--- config.mk ---
export PLATFORM = sky130hd
export DESIGN_NAME = light_pattern_sequencer
export DESIGN_NICKNAME = d
export VERILOG_FILES = /design/src/rtl/light_pkg.sv /design/src/rtl/light_step_counter.sv /design/src/rtl/light_pattern_sequencer.sv
export SDC_FILE = /design/constraint.sdc
export NUM_CORES = 1
export LEC_CHECK = 0
export CAP_MARGIN = 30
export CORE_AREA = 2 2 282 284
export DETAILED_ROUTE_END_ITERATION = 8
export DIE_AREA = 0 0 284 286
export HOLD_SLACK_MARGIN = 0.06
export PLACE_DENSITY = 0.41
export SETUP_SLACK_MARGIN = 0.02
export SLEW_MARGIN = 40
export SYNTH_ARGS = -nofsm -noshare
export SYNTH_HDL_FRONTEND = slang
export SYNTH_SLANG_ARGS = --single-unit
--- constraint.sdc ---
create_clock -name clk -period 2.4 [get_ports clk]
set_input_delay 0.72 -clock clk [delete_from_list [all_inputs] [get_ports clk]]
set_output_delay 0.72 -clock clk [all_outputs]
set_load 0.05 [all_outputs]
--- src/rtl/light_pkg.sv ---
// light_pkg: shared mode encodings, default sizes and pattern type for the light sequencer
//   MODE_STOP / MODE_FWD / MODE_REV / MODE_ONESHOT : 2-bit mode encodings
//   DEF_NUM_LINES / DEF_NUM_STEPS                  : default table geometry
//   pattern_t                                      : one step of light bits at the default width
package light_pkg;

    typedef enum logic [1:0] {
        MODE_STOP    = 2'b00,
        MODE_FWD     = 2'b01,
        MODE_REV     = 2'b10,
        MODE_ONESHOT = 2'b11
    } mode_t;

    localparam int DEF_NUM_LINES = 8;
    localparam int DEF_NUM_STEPS = 60;

    typedef logic [DEF_NUM_LINES-1:0] pattern_t;

endpackage

--- src/rtl/light_step_counter.sv ---
// light_step_counter: step index register with forward/reverse/one-shot walking, wrap and done flags
//   clk, rst_n          : clock, async active-low reset
//   en, tick, restart   : freeze gate, step strobe, reload of the start step
//   mode                : STOP / FWD / REV / ONESHOT
//   step                : current table index
//   wrap                : one-cycle pulse after a loop wrap
//   done                : sticky one-shot completion flag
module light_step_counter
    import light_pkg::*;
#(
    parameter int NUM_STEPS = DEF_NUM_STEPS,
    parameter int SEL_W     = 6
) (
    input  logic             clk,
    input  logic             rst_n,
    input  logic             en,
    input  logic             tick,
    input  logic             restart,
    input  logic [1:0]       mode,
    output logic [SEL_W-1:0] step,
    output logic             wrap,
    output logic             done
);

    localparam logic [SEL_W-1:0] LAST = SEL_W'(NUM_STEPS - 1);

    logic [SEL_W-1:0] step_nxt;
    logic             wrap_nxt;
    logic             done_nxt;
    logic             adv;
    logic             at_last;
    logic             at_first;

    assign at_last  = (step == LAST);
    assign at_first = (step == '0);
    assign adv = en & tick & ~restart & (mode != MODE_STOP) & ~((mode == MODE_ONESHOT) & done);

    // Wrap uses explicit compares so a table shorter than 2**SEL_W never overflows into unused indices.
    always_comb begin
        step_nxt = step;
        wrap_nxt = 1'b0;
        done_nxt = done;
        if (restart) begin
            step_nxt = (mode == MODE_REV) ? LAST : '0;
            done_nxt = 1'b0;
        end else if (adv) begin
            if (mode == MODE_FWD) begin
                step_nxt = at_last ? '0 : step + 1'b1;
                wrap_nxt = at_last;
            end else if (mode == MODE_REV) begin
                step_nxt = at_first ? LAST : step - 1'b1;
                wrap_nxt = at_first;
            end else begin
                // One-shot entered while already parked on the last step simply completes there.
                step_nxt = at_last ? step : step + 1'b1;
                done_nxt = at_last | (step + 1'b1 == LAST);
            end
        end
    end

    always_ff @(posedge clk or negedge rst_n) begin
        if (!rst_n) begin
            step <= '0;
            wrap <= 1'b0;
            done <= 1'b0;
        end else begin
            step <= step_nxt;
            wrap <= wrap_nxt;
            done <= done_nxt;
        end
    end

endmodule

--- src/rtl/light_pattern_sequencer.sv ---
// light_pattern_sequencer: programmable pattern table walked by a step counter, driving registered light lines
//   clk, rst_n                          : clock, async active-low reset
//   en, mode, tick, restart             : sequencing controls
//   wr_valid, wr_ready, wr_addr, wr_data: pattern write port (valid/ready)
//   lines                               : registered light outputs
//   step, wrap, done                    : counter status
//   wr_err                              : pulse after an accepted out-of-range write
module light_pattern_sequencer
    import light_pkg::*;
#(
    parameter int NUM_LINES = DEF_NUM_LINES,
    parameter int NUM_STEPS = DEF_NUM_STEPS,
    parameter int SEL_W     = 6
) (
    input  logic                 clk,
    input  logic                 rst_n,
    input  logic                 en,
    input  logic [1:0]           mode,
    input  logic                 tick,
    input  logic                 restart,
    input  logic                 wr_valid,
    output logic                 wr_ready,
    input  logic [SEL_W-1:0]     wr_addr,
    input  logic [NUM_LINES-1:0] wr_data,
    output logic [NUM_LINES-1:0] lines,
    output logic [SEL_W-1:0]     step,
    output logic                 wrap,
    output logic                 done,
    output logic                 wr_err
);

    logic [NUM_LINES-1:0] pat_mem [NUM_STEPS];
    logic                 accept;
    logic                 in_range;

    assign accept   = wr_valid & wr_ready;
    assign in_range = 32'(wr_addr) < NUM_STEPS;

    light_step_counter #(
        .NUM_STEPS (NUM_STEPS),
        .SEL_W     (SEL_W)
    ) u_counter (
        .clk     (clk),
        .rst_n   (rst_n),
        .en      (en),
        .tick    (tick),
        .restart (restart),
        .mode    (mode),
        .step    (step),
        .wrap    (wrap),
        .done    (done)
    );

    // Per-entry address match keeps out-of-range addresses from ever indexing the array.
    always_ff @(posedge clk or negedge rst_n) begin
        if (!rst_n) begin
            for (int i = 0; i < NUM_STEPS; i++) pat_mem[i] <= '0;
        end else begin
            for (int i = 0; i < NUM_STEPS; i++)
                if (accept && wr_addr == SEL_W'(i)) pat_mem[i] <= wr_data;
        end
    end

    // Lines read the table through the step register, so a same-edge write shows one edge later.
    always_ff @(posedge clk or negedge rst_n) begin
        if (!rst_n) begin
            lines    <= '0;
            wr_ready <= 1'b0;
            wr_err   <= 1'b0;
        end else begin
            lines    <= en ? pat_mem[step] : '0;
            wr_ready <= ~restart;
            wr_err   <= accept & ~in_range;
        end
    end

endmodule

==> reports/metrics.cfg <==
[global_route]
track_usage = 0.177
grt_pass1_wl_mm = 107
grt_pass1_vias = 15700
grt_overflow = 0
antenna_found_initial = 2
grt_start_max_net_pins = 71

[placed_design]
io_buffers = 39
routabilityCongestion = 0.783
dpl.hpwl_mm = 48.2

[final_layout]
finalCoreUtilization = 0.381
multi_input_area_mm2 = 0.0105
synthToLayoutAreaGrowth_pct = 28.5
insertedDiodeCount = 0
regArea_mm2 = 0.0125
fin_nets = 1908
drive_above_1_share = 0.534
fillers = 7522

[floorplan]
die_w_um = 284
chipHeight_um = 286
coreArea_mm2 = 0.0784
initial_core_util = 0.296
die_area_mm2 = 0.0812
io-pin-count = 40
rows = 103

[pwr]
leakagePower_nw = 13.9
p_int_mw = 17.4
seqPwrFrac = 0.390
combinationalPowerShare = 0.231
power_switching_mw = 6.92
ir_worst_vdd_v = 0.000665
swShare = 0.284
clkPwrFrac = 0.378
power_density_mw_per_mm2 = 816

[hold_path]
min_from = pat_mem[116]
hp-class = register to register

[synthesis]
synth_edf_count = 0
syn-cell-area_mm2 = 0.0232
syn_avg_cell_area_um2 = 14.4
yosys_warnings = 0
synth.distinct_cells = 51
netlist_top_cells_count = dfrtp_1, mux2_2, mux2i_1, nand2_1, clkbuf_1
synth.top_cell.area_share = 0.537
synth_area_leaders = dfrtp_1, mux2_2, mux4_2
synth_nets = 1643
yosysSeqAreaShare = 0.537
yosysMostFrequentCell = dfrtp_1
async_flop_share = 1.00
ys.flop_type = dfrtp_1
synth_cells = 1617
synth_seq_cells = 498
synth_top_area_cell = dfrtp_1

[timing]
fin_crit_sh = 1.01
hold_viol = 0
min_period_ns = 2.42
final-setup-viol-count = 1
drv_slew = 0
finalClockSkew_ns = 0.0182
max_slew_margin = 0.597
rsz0062_at_grt = yes
worst_slack_ns = -0.0154
tightest_slew_ns = 0.602
worst_hold_slack_ns = 0.492
clock.fmax_mhz = 414

[drt]
wl_per_cell_um = 23.8
route.detailed.drc = 0
vias = 14500
viasPerCell = 4.88
drtIter0Drc = 642
firstDrtPassIters = 4
routed_wl_mm = 71.0
final_antenna_net_count = 0

[setup_path]
critPathKind = register to output pin
arrival_ns = 1.70
timing.rr.start = u_counter.step[0]
path_max_fanout = 5
endpoint_kind = output pin
critPathLaunchType = register
cp_data_required_time_ns = 1.68
startpoint = u_counter.step[0]

[clocking]
clk_latency_ns = 0.63
cts_sinks = 498
cts_max_level = 2
cts_tree = yes
cts_max_path_buffers = 3
clk_pin_slew_ns = 0.06
clock-root-buffer = clkbuf_16
cts_buffers = 60

[job]
cap_violations = 0

[run_status]
violations = setup timing
status = finished with violations

[registers in the layout, indices dropped and copies added, names as in the netlist]
name            flops
pat_mem           480
wr_ready            1
u_counter.step      6
wr_err              1
u_counter.done      1
lines               8
u_counter.wrap      1
[cell type report]
| cell class | instances | area share |
|---|---|---|
| clock buffers | 90 | 0.0581 |
| multi-input cells | 996 | 0.351 |
| repair buffers | 317 | 0.118 |
| inverters | 9 | 0.00113 |
| clock inverters | 20 | 0.00885 |
| flip-flops and latches | 498 | 0.418 |
| well taps | 1050 | 0.0440 |
[per-layer routing]
| metal | share of wire | GRT usage | wire, um | up-vias |
|---|---|---|---|---|
| li1 | - | - | - | 6534 |
| met1 | 0.48 | 0.246 | 33900 | 7729 |
| met2 | 0.47 | 0.289 | 33500 | 182 |
| met3 | 0.030 | 0.0247 | 2110 | 89 |
| met4 | 0.022 | 0.0471 | 1530 | 2 |
| met5 | 0.00018 | 0 | 13 | - |
[placed cells by master (no fill, tap or decap), types with 16 or more instances in the layout]
master,Yosys,routed
mux2i_1,87,85
o21ai_0,23,16
nand2_1,87,84
mux2_2,495,492
clkbuf_1,80,18
dfrtp_1,498,493
clkbuf_16,0,60
nor3_1,19,16
buf_4,15,191
a221oi_1,29,20
mux4_2,77,77
nor2_1,28,28
buf_12,0,83
[kinds of logic (layout without fill, tap and decap cells)]
family / count (synthesis) / in the layout / synth area share
AND/OR/NAND/NOR: 214 / 214 / 0.0459
adder cells (fa/ha/maj): 4 / 4 / 0.00216
AO/OA/AOI/OAI: 113 / 113 / 0.0348
buffers and inverters: 123 / 436 / 0.0255
XOR/XNOR: 5 / 5 / 0.00189
flip-flops: 498 / 498 / 0.537
multiplexers: 660 / 660 / 0.353
[path summary, 6_finish.rpt]
| path | endpoint | slack (ns) | cells after the start |
|---|---|---|---|
| max | step[0] | -0.02 | 4 |
| min | pat_mem[116] | 0.49 | 1 |
| max reg2reg | lines[4] | 0.01 | 7 |
| min reg2reg | pat_mem[116] | 0.49 | 1 |
| max in group asynchronous | u_counter.step[4] | 0.99 | 4 |
| min in group asynchronous | pat_mem[9] | 0.58 | 2 |
[power by group through the flow]
stage / combinational (mW) / clock, mW / sequential [mW]
3_5_place_dp: 5.21 / 0 / 9.65
4_1_cts: 5.58 / 9.54 / 9.49
2_1_floorplan: 2.81 / 0 / 9.64
3_3_place_gp: 5.19 / 0 / 9.63
5_1_grt: 6.01 / 9.90 / 9.58
6_report: 5.62 / 9.20 / 9.50
[worst max-delay path: stages (launching register included)]
cell     delay [ns]
dfrtp_4        0.54
buf_6          0.14
buf_6          0.12
buf_8          0.12
buf_12         0.14
[metrics by stage]
stage,setup TNS [ns],instance area [um^2],setup WS (ns),instances,power (mW)
6_report,-0.0154,29800,-0.0154,2980,24.3
5_1_grt,-0.240,29800,-0.0709,2980,25.5
4_1_cts,-0.259,29600,-0.113,2972,24.6
3_5_place_dp,-142.30,27200,-0.407,2848,14.9
3_3_place_gp,-138.13,27200,-0.410,2848,14.8
2_1_floorplan,0,23200,0.0286,1617,12.5
[what timing repair did]
action / in CTS / in global routing
gates resized for setup: 59 / 36
buffers inserted: 14 / 10
hold buffers: 1 / 0
cloned: 1 / 0
endpoints found under the hold margin: 26 / 0
setup endpoints to repair: 21 / 10
pin swaps: 11 / 7
Note: power is estimated with default switching activity, not from simulation.
